File: src/rtl/reg_bank_pkg.sv
// reg_bank_pkg: shared constants and types for the register bank slice.
//   DEF_WIDTH / DEF_ADDR_WIDTH / DEF_SP_INIT : default bank geometry
//   ZERO_REG : hard-wired zero register index
//   SP_IDX   : index of the stack-pointer register for the default depth
//   reg_addr_t : register address type for the default geometry
package reg_bank_pkg;

  localparam int DEF_WIDTH      = 32;
  localparam int DEF_ADDR_WIDTH = 5;
  localparam logic [DEF_WIDTH-1:0] DEF_SP_INIT = 32'h0000_03FF;
  localparam int ZERO_REG       = 0;
  localparam int SP_IDX         = (2 ** DEF_ADDR_WIDTH) - 1;

  typedef logic [DEF_ADDR_WIDTH-1:0] reg_addr_t;

endpackage

File: src/rtl/reg_bank_scoreboard.sv
// reg_bank_scoreboard: per-register pending-write tracker.
// Ports:
//   clk, rst_n        : clock, asynchronous active-low reset
//   wr_en, wr_addr    : write-back event, clears the target's busy bit
//   rsv_en, rsv_addr  : reservation request, sets the target's busy bit
//   busy              : current busy vector (bit 0 is never set)
//   rsv_ack           : registered, reservation accepted last cycle
//   busy_cnt          : number of registers currently pending
module reg_bank_scoreboard
  import reg_bank_pkg::*;
#(
  parameter int ADDR_WIDTH = DEF_ADDR_WIDTH
) (
  input  logic                          clk,
  input  logic                          rst_n,
  input  logic                          wr_en,
  input  logic [ADDR_WIDTH-1:0]         wr_addr,
  input  logic                          rsv_en,
  input  logic [ADDR_WIDTH-1:0]         rsv_addr,
  output logic [(2**ADDR_WIDTH)-1:0]    busy,
  output logic                          rsv_ack,
  output logic [ADDR_WIDTH:0]           busy_cnt
);

  localparam int DEPTH = 2 ** ADDR_WIDTH;

  logic [DEPTH-1:0]    busy_reg, busy_next;
  logic                rsv_ack_reg;
  logic [ADDR_WIDTH:0] busy_cnt_reg, busy_cnt_next;
  logic                wr_nz, rsv_nz;
  logic                wr_clr, rsv_ok, rsv_set;

  assign wr_nz  = (wr_addr  != ADDR_WIDTH'(ZERO_REG));
  assign rsv_nz = (rsv_addr != ADDR_WIDTH'(ZERO_REG));

  always_comb begin
    // A clear only counts if the bit was actually set.
    wr_clr  = wr_en && wr_nz && busy_reg[wr_addr];
    // A same-cycle write to the reserved register frees it first, so the
    // reservation sees it idle. Reservations of register 0 are acked but inert.
    rsv_ok  = rsv_en && (!rsv_nz || !busy_reg[rsv_addr] ||
                         (wr_en && (wr_addr == rsv_addr)));
    rsv_set = rsv_ok && rsv_nz;

    busy_next = busy_reg;
    if (wr_en && wr_nz) busy_next[wr_addr] = 1'b0;
    if (rsv_set)        busy_next[rsv_addr] = 1'b1;

    // Set and clear in one cycle cancel; bit 0 is excluded so the count
    // tops out at DEPTH-1 and cannot wrap.
    busy_cnt_next = busy_cnt_reg + (ADDR_WIDTH+1)'(rsv_set)
                                 - (ADDR_WIDTH+1)'(wr_clr);
  end

  always_ff @(posedge clk or negedge rst_n) begin
    if (!rst_n) begin
      busy_reg     <= '0;
      rsv_ack_reg  <= 1'b0;
      busy_cnt_reg <= '0;
    end else begin
      busy_reg     <= busy_next;
      rsv_ack_reg  <= rsv_ok;
      busy_cnt_reg <= busy_cnt_next;
    end
  end

  assign busy     = busy_reg;
  assign rsv_ack  = rsv_ack_reg;
  assign busy_cnt = busy_cnt_reg;

endmodule

File: src/rtl/reg_bank_sb.sv
// reg_bank_sb: parametrised multi-read / single-write register bank with
// registered reads, optional write-to-read bypass and a pending-write
// scoreboard for load-use stalls.
// Optional feature macro: REG_BANK_SB_BYPASS_EN (read of a register being
// written in the same cycle returns wr_data and reports not-busy).
// Ports:
//   clk, rst_n          : clock, asynchronous active-low reset
//   rd_en[NUM_RD]       : per-port read enable
//   rd_addr, rd_data    : packed per-port address / registered data
//   rd_busy[NUM_RD]     : registered, register was pending at read time
//   wr_en/wr_addr/wr_data : write-back port
//   rsv_en/rsv_addr     : reservation request
//   rsv_ack             : registered reservation accept
//   busy_cnt            : number of pending registers
module reg_bank_sb
  import reg_bank_pkg::*;
#(
  parameter int WIDTH      = DEF_WIDTH,
  parameter int ADDR_WIDTH = DEF_ADDR_WIDTH,
  parameter int NUM_RD     = 2,
  parameter logic [WIDTH-1:0] SP_INIT = DEF_SP_INIT
) (
  input  logic                         clk,
  input  logic                         rst_n,
  input  logic [NUM_RD-1:0]            rd_en,
  input  logic [NUM_RD*ADDR_WIDTH-1:0] rd_addr,
  output logic [NUM_RD*WIDTH-1:0]      rd_data,
  output logic [NUM_RD-1:0]            rd_busy,
  input  logic                         wr_en,
  input  logic [ADDR_WIDTH-1:0]        wr_addr,
  input  logic [WIDTH-1:0]             wr_data,
  input  logic                         rsv_en,
  input  logic [ADDR_WIDTH-1:0]        rsv_addr,
  output logic                         rsv_ack,
  output logic [ADDR_WIDTH:0]          busy_cnt
);

  localparam int DEPTH   = 2 ** ADDR_WIDTH;
  localparam int TOP_IDX = DEPTH - 1;

  logic [WIDTH-1:0] mem_reg [DEPTH];
  logic [DEPTH-1:0] sb_busy;
  logic             wr_nz;

  assign wr_nz = (wr_addr != ADDR_WIDTH'(ZERO_REG));

  // Storage: reset value needed for the stack pointer rules out a plain RAM.
  always_ff @(posedge clk or negedge rst_n) begin
    if (!rst_n) begin
      for (int i = 0; i < DEPTH; i++) begin
        mem_reg[i] <= (i == TOP_IDX) ? SP_INIT : '0;
      end
    end else if (wr_en && wr_nz) begin
      mem_reg[wr_addr] <= wr_data;
    end
  end

  reg_bank_scoreboard #(
    .ADDR_WIDTH (ADDR_WIDTH)
  ) u_sb (
    .clk      (clk),
    .rst_n    (rst_n),
    .wr_en    (wr_en),
    .wr_addr  (wr_addr),
    .rsv_en   (rsv_en),
    .rsv_addr (rsv_addr),
    .busy     (sb_busy),
    .rsv_ack  (rsv_ack),
    .busy_cnt (busy_cnt)
  );

  genvar gi;
  generate
    for (gi = 0; gi < NUM_RD; gi++) begin : g_rd
      logic [ADDR_WIDTH-1:0] addr;
      logic                  addr_nz;
      logic                  hit;
      logic [WIDTH-1:0]      data_reg, data_next;
      logic                  busy_reg, busy_next;

      assign addr    = rd_addr[gi*ADDR_WIDTH +: ADDR_WIDTH];
      assign addr_nz = (addr != ADDR_WIDTH'(ZERO_REG));

`ifdef REG_BANK_SB_BYPASS_EN
      assign hit = wr_en && wr_nz && (wr_addr == addr);
`else
      // Without bypass the port sees the pre-edge value and busy bit.
      assign hit = 1'b0;
`endif

      always_comb begin
        data_next = '0;
        busy_next = 1'b0;
        if (rd_en[gi] && addr_nz) begin
          if (hit) begin
            data_next = wr_data;
          end else begin
            data_next = mem_reg[addr];
            busy_next = sb_busy[addr];
          end
        end
      end

      always_ff @(posedge clk or negedge rst_n) begin
        if (!rst_n) begin
          data_reg <= '0;
          busy_reg <= 1'b0;
        end else begin
          data_reg <= data_next;
          busy_reg <= busy_next;
        end
      end

      assign rd_data[gi*WIDTH +: WIDTH] = data_reg;
      assign rd_busy[gi]                = busy_reg;
    end
  endgenerate

endmodule

File: config.mk
export PLATFORM = sky130hd
export DESIGN_NAME = reg_bank_sb
export DESIGN_NICKNAME = d
export VERILOG_FILES = /design/src/rtl/reg_bank_pkg.sv /design/src/rtl/reg_bank_scoreboard.sv /design/src/rtl/reg_bank_sb.sv
export SDC_FILE = /design/constraint.sdc
export NUM_CORES = 2
export LEC_CHECK = 0
export BUFFER_PORTS_ARGS = -buffer_cell sky130_fd_sc_hd__buf_4
export CORE_MARGIN = 1
export CORE_UTILIZATION = 57
export DETAILED_ROUTE_END_ITERATION = 7
export PLACE_DENSITY_LB_ADDON = 0.2
export SYNTH_ARGS = -nofsm -noshare
export SYNTH_HDL_FRONTEND = slang
export SYNTH_SLANG_ARGS = --single-unit
File: constraint.sdc
create_clock -name clk -period 7.55 [get_ports clk]
set_clock_uncertainty 0.2 [all_clocks]
set_input_delay 0 -clock clk [delete_from_list [all_inputs] [get_ports clk]]
set_output_delay 0 -clock clk [all_outputs]
set_load 0.005 [all_outputs]
==> flow_summary.yaml <==
pwr:
  power_frac_clock: 0.347
  p_comb_frac: 0.199
  switching_power_mw: 4.70
  cellInternalPower_mw: 12.9
  p_leak_nw: 28.6
  seqPwrFrac: 0.455
  p_sw_frac: 0.267
  ir_worst_vdd_mv: 0.203
  pwr_density_cell_mw_per_mm2: 270
logic_synthesis:
  synth_top_cell_by_area: "dfrtp_1"
  synthArstFlopShare: 1.00
  avgSynthCellArea_um2: 15.1
  ys_top_cells_by_area: "dfrtp_1 48%, mux2_2 20%, mux4_2 18%"
  synth_edf_count: 0
  synth_cell_types: 51
  synth_nets: 3954
  synth_seq_cells: 1129
  yosysWarningCount: 0
  syn-instance-count: 3889
  seq_area_frac_synth: 0.480
  ys.flop_type: "dfrtp_1"
  synth_top_area_frac: 0.475
  synth_area_mm2: 0.0589
global_route:
  grt_use_met2: 0.537
  grt_util_all_layers: 0.349
  grt_overflow_total: 0
  grt_max_degree: 159
  grt_pass1_wl_um: 264000
  met3_usage: 0.0693
  grtUsageMet1: 0.495
  busiest_layer: "met2"
  antenna_found_initial: 9
  grt_pass1_vias: 37800
placed_design:
  dp_cells: 5004
  gp_congestion: 0.832
  dpl.hpwl_um: 92400
  portBuffers: 130
layout:
  drive_gt1_frac: 0.508
  largest_reg_flops: 1024
  final_cells: 5288
  area_growth_pct: 10.7
  utilization: 0.639
  fillers: 7392
  nNetsFinal: 3882
hold_path:
  hold_depth: 4
  hold_class: "in -> reg"
timing:
  fmax_mhz: 256
  grt_setup_unrepaired: "no"
  fin_setup_tns_ns: 0
  fin_crit_ns: 3.91
  maxSlewHeadroom: 0.144
  tightest_slew_ns: 1.28
  slew_viol_final: 0
  period_share: 0.518
  hold_violations: 0
  setup_viol: 0
clock_tree:
  cts_sinks: 1129
  post-cts-setup-buffers: 0
  cts_tree: "built"
  htreeDepth: 3
  clk_pin_slew_ns: 0.06
  cts_buffers: 117
  cts_resized: 0
  clk_latency_ns: 0.71
  cts_root_buffer: "clkbuf_16"
  cts_buffer_depth: 3
routing:
  ant_nets: 0
  drt_wl_total_um: 178000
  via_count: 37400
  first_pass_iters: 6
  drt-initial-drc-count: 3341
  vias_per_cell: 7.07
  wire_per_inst_um: 33.7
  drc: 0
floorplanning:
  io_pins: 131
  die-area_mm2: 0.105
  chipHeight_um: 323
  die_w_um: 323
  core-area_mm2: 0.102
  start_util: 0.577
  placementRows: 117
setup_path:
  r2r_cells: 13
  cp.arrival_ns: 4.34
  worstSetupPathType: "reg -> reg"
  cp-start-kind: "flop"
  crit_path_end_kind: "flop"
  required_ns: 7.99
  path_max_fanout: 5
status:
  status: "finished, final reports clean"
run:
  drv_cap: 0
-- worst paths after layout --
check,start,to,slack (ns)
max,u_sb.busy[5],u_sb.busy_cnt[4],3.64
min,rd_addr[1],g_rd[0].data_reg[0],0.03
max reg2reg,u_sb.busy[5],u_sb.busy_cnt[4],3.64
min reg2reg,mem_reg[996],mem_reg[996],0.20
max in group asynchronous,rst_n,mem_reg[722],5.40
min in group asynchronous,rst_n,u_sb.busy_cnt[3],0.38
-- Yosys cell counts, types with 10 or more instances --
cell / n
nand2b_1: 19
dfstp_2: 10
nor3_1: 42
mux2i_1: 214
nand2_1: 39
a211o_1: 16
inv_1: 31
clkbuf_1: 245
a21oi_1: 19
o22ai_1: 44
a32o_1: 31
nor2_1: 49
buf_2: 129
a211oi_1: 47
mux2_2: 1072
o221ai_1: 59
mux4_2: 472
dfrtp_1: 1119
buf_1: 33
buf_4: 38
o211ai_1: 19
a221oi_1: 64
-- layout by cell type, fill, tap and decap left out, types with 6 or more instances in the layout --
| cell type | netlist | final |
|---|---|---|
| buf_4 | 38 | 183 |
| nand2_1 | 39 | 18 |
| clkbuf_16 | 0 | 121 |
| bufinv_16 | 0 | 10 |
| dlygate4sd3_1 | 0 | 61 |
| nand3b_1 | 7 | 7 |
| nor3_1 | 42 | 42 |
| clkinv_2 | 0 | 23 |
| mux2_2 | 1072 | 1072 |
| mux2i_1 | 214 | 214 |
| dfstp_2 | 10 | 10 |
| clkbuf_8 | 0 | 34 |
| o221ai_1 | 59 | 59 |
| dfrtp_1 | 1119 | 1119 |
| nor2_1 | 49 | 37 |
| o211ai_1 | 19 | 19 |
| nand2_4 | 0 | 14 |
| nor2_4 | 0 | 12 |
| nand2b_1 | 19 | 19 |
| a211o_1 | 16 | 16 |
| ha_1 | 6 | 6 |
| o22ai_1 | 44 | 44 |
| nand2_2 | 0 | 7 |
| a211oi_1 | 47 | 47 |
| buf_12 | 0 | 10 |
| a32o_1 | 31 | 31 |
| inv_1 | 31 | 31 |
| a221oi_1 | 64 | 64 |
| clkbuf_1 | 245 | 28 |
| a21oi_1 | 19 | 19 |
| mux4_2 | 472 | 472 |
-- what timing repair did --
action / in CTS / in global routing
hold buffers: 62 / 0
endpoints found under the setup margin: 0 / 0
endpoints found under the hold margin: 1601 / 0
-- worst max-delay path, stage by stage, from the launching register on --
cell and delay [ns]:
dfrtp_1 0.41, mux2i_1 0.11, o32a_1 0.31, o2111ai_1 0.22, nand3_1 0.14, dlygate4sd3_1 0.59
and3_1 0.18, dlygate4sd3_1 0.55, ha_1 0.23, fa_1 0.44, a21oi_1 0.17, nor2_1 0.05
nor2_1 0.11, xnor2_1 0.13
-- cells by family (layout without fill, tap and decap cells) --
family / after synthesis / count (layout) / share of synthesized area
compound gates: 313 / 313 / 0.0425
xor+xnor: 9 / 9 / 0.00134
fa+ha+maj: 7 / 7 / 0.00161
buf+inv: 482 / 511 / 0.0366
flops: 1129 / 1129 / 0.480
mux: 1758 / 1758 / 0.422
other cells: 0 / 2 / 0
simple gates: 191 / 191 / 0.0162
-- through the flow --
step                      total power, mW  area, µm²  worst slack, ns  hold WS (ns)
after floorplan                      10.5      58900             4.58        -0.496
after global placement               11.4      60500             4.18       -0.0933
after detailed placement             11.5      60500             4.16       -0.0886
after CTS                            17.6      65200             3.71       0.00187
after global routing                 18.3      65200             3.39        0.0548
final                                17.6      65200             3.64        0.0264
-- layout make-up --
type,count,area (µm²),area share
clock buffer,183,3600,0.0552
tap,1368,1710,0.0263
timing repair buffer,260,2290,0.0351
antenna,2,5.00,0.0000768
clock inverter,37,460,0.00706
multi-input combinational,2278,28800,0.441
sequential,1129,28300,0.433
inverter,31,116,0.00178
-- power by group through the flow --
stage               clock, mW  sequential (mW)  combinational [mW]
finish                   6.10             8.01                3.50
CTS                      6.15             7.99                3.50
global route             6.40             8.16                3.74
global placement            0             8.02                3.39
detailed placement          0             8.09                3.45
floorplan                   0             7.81                2.67
-- layer usage --
layer / routed length [µm] / share of wire
met1: 72700 / 0.41
met2: 83300 / 0.47
met3: 15000 / 0.084
met4: 7260 / 0.041
met5: 85 / 0.00048
No activity file was read; power rests on OpenSTA's default activity.
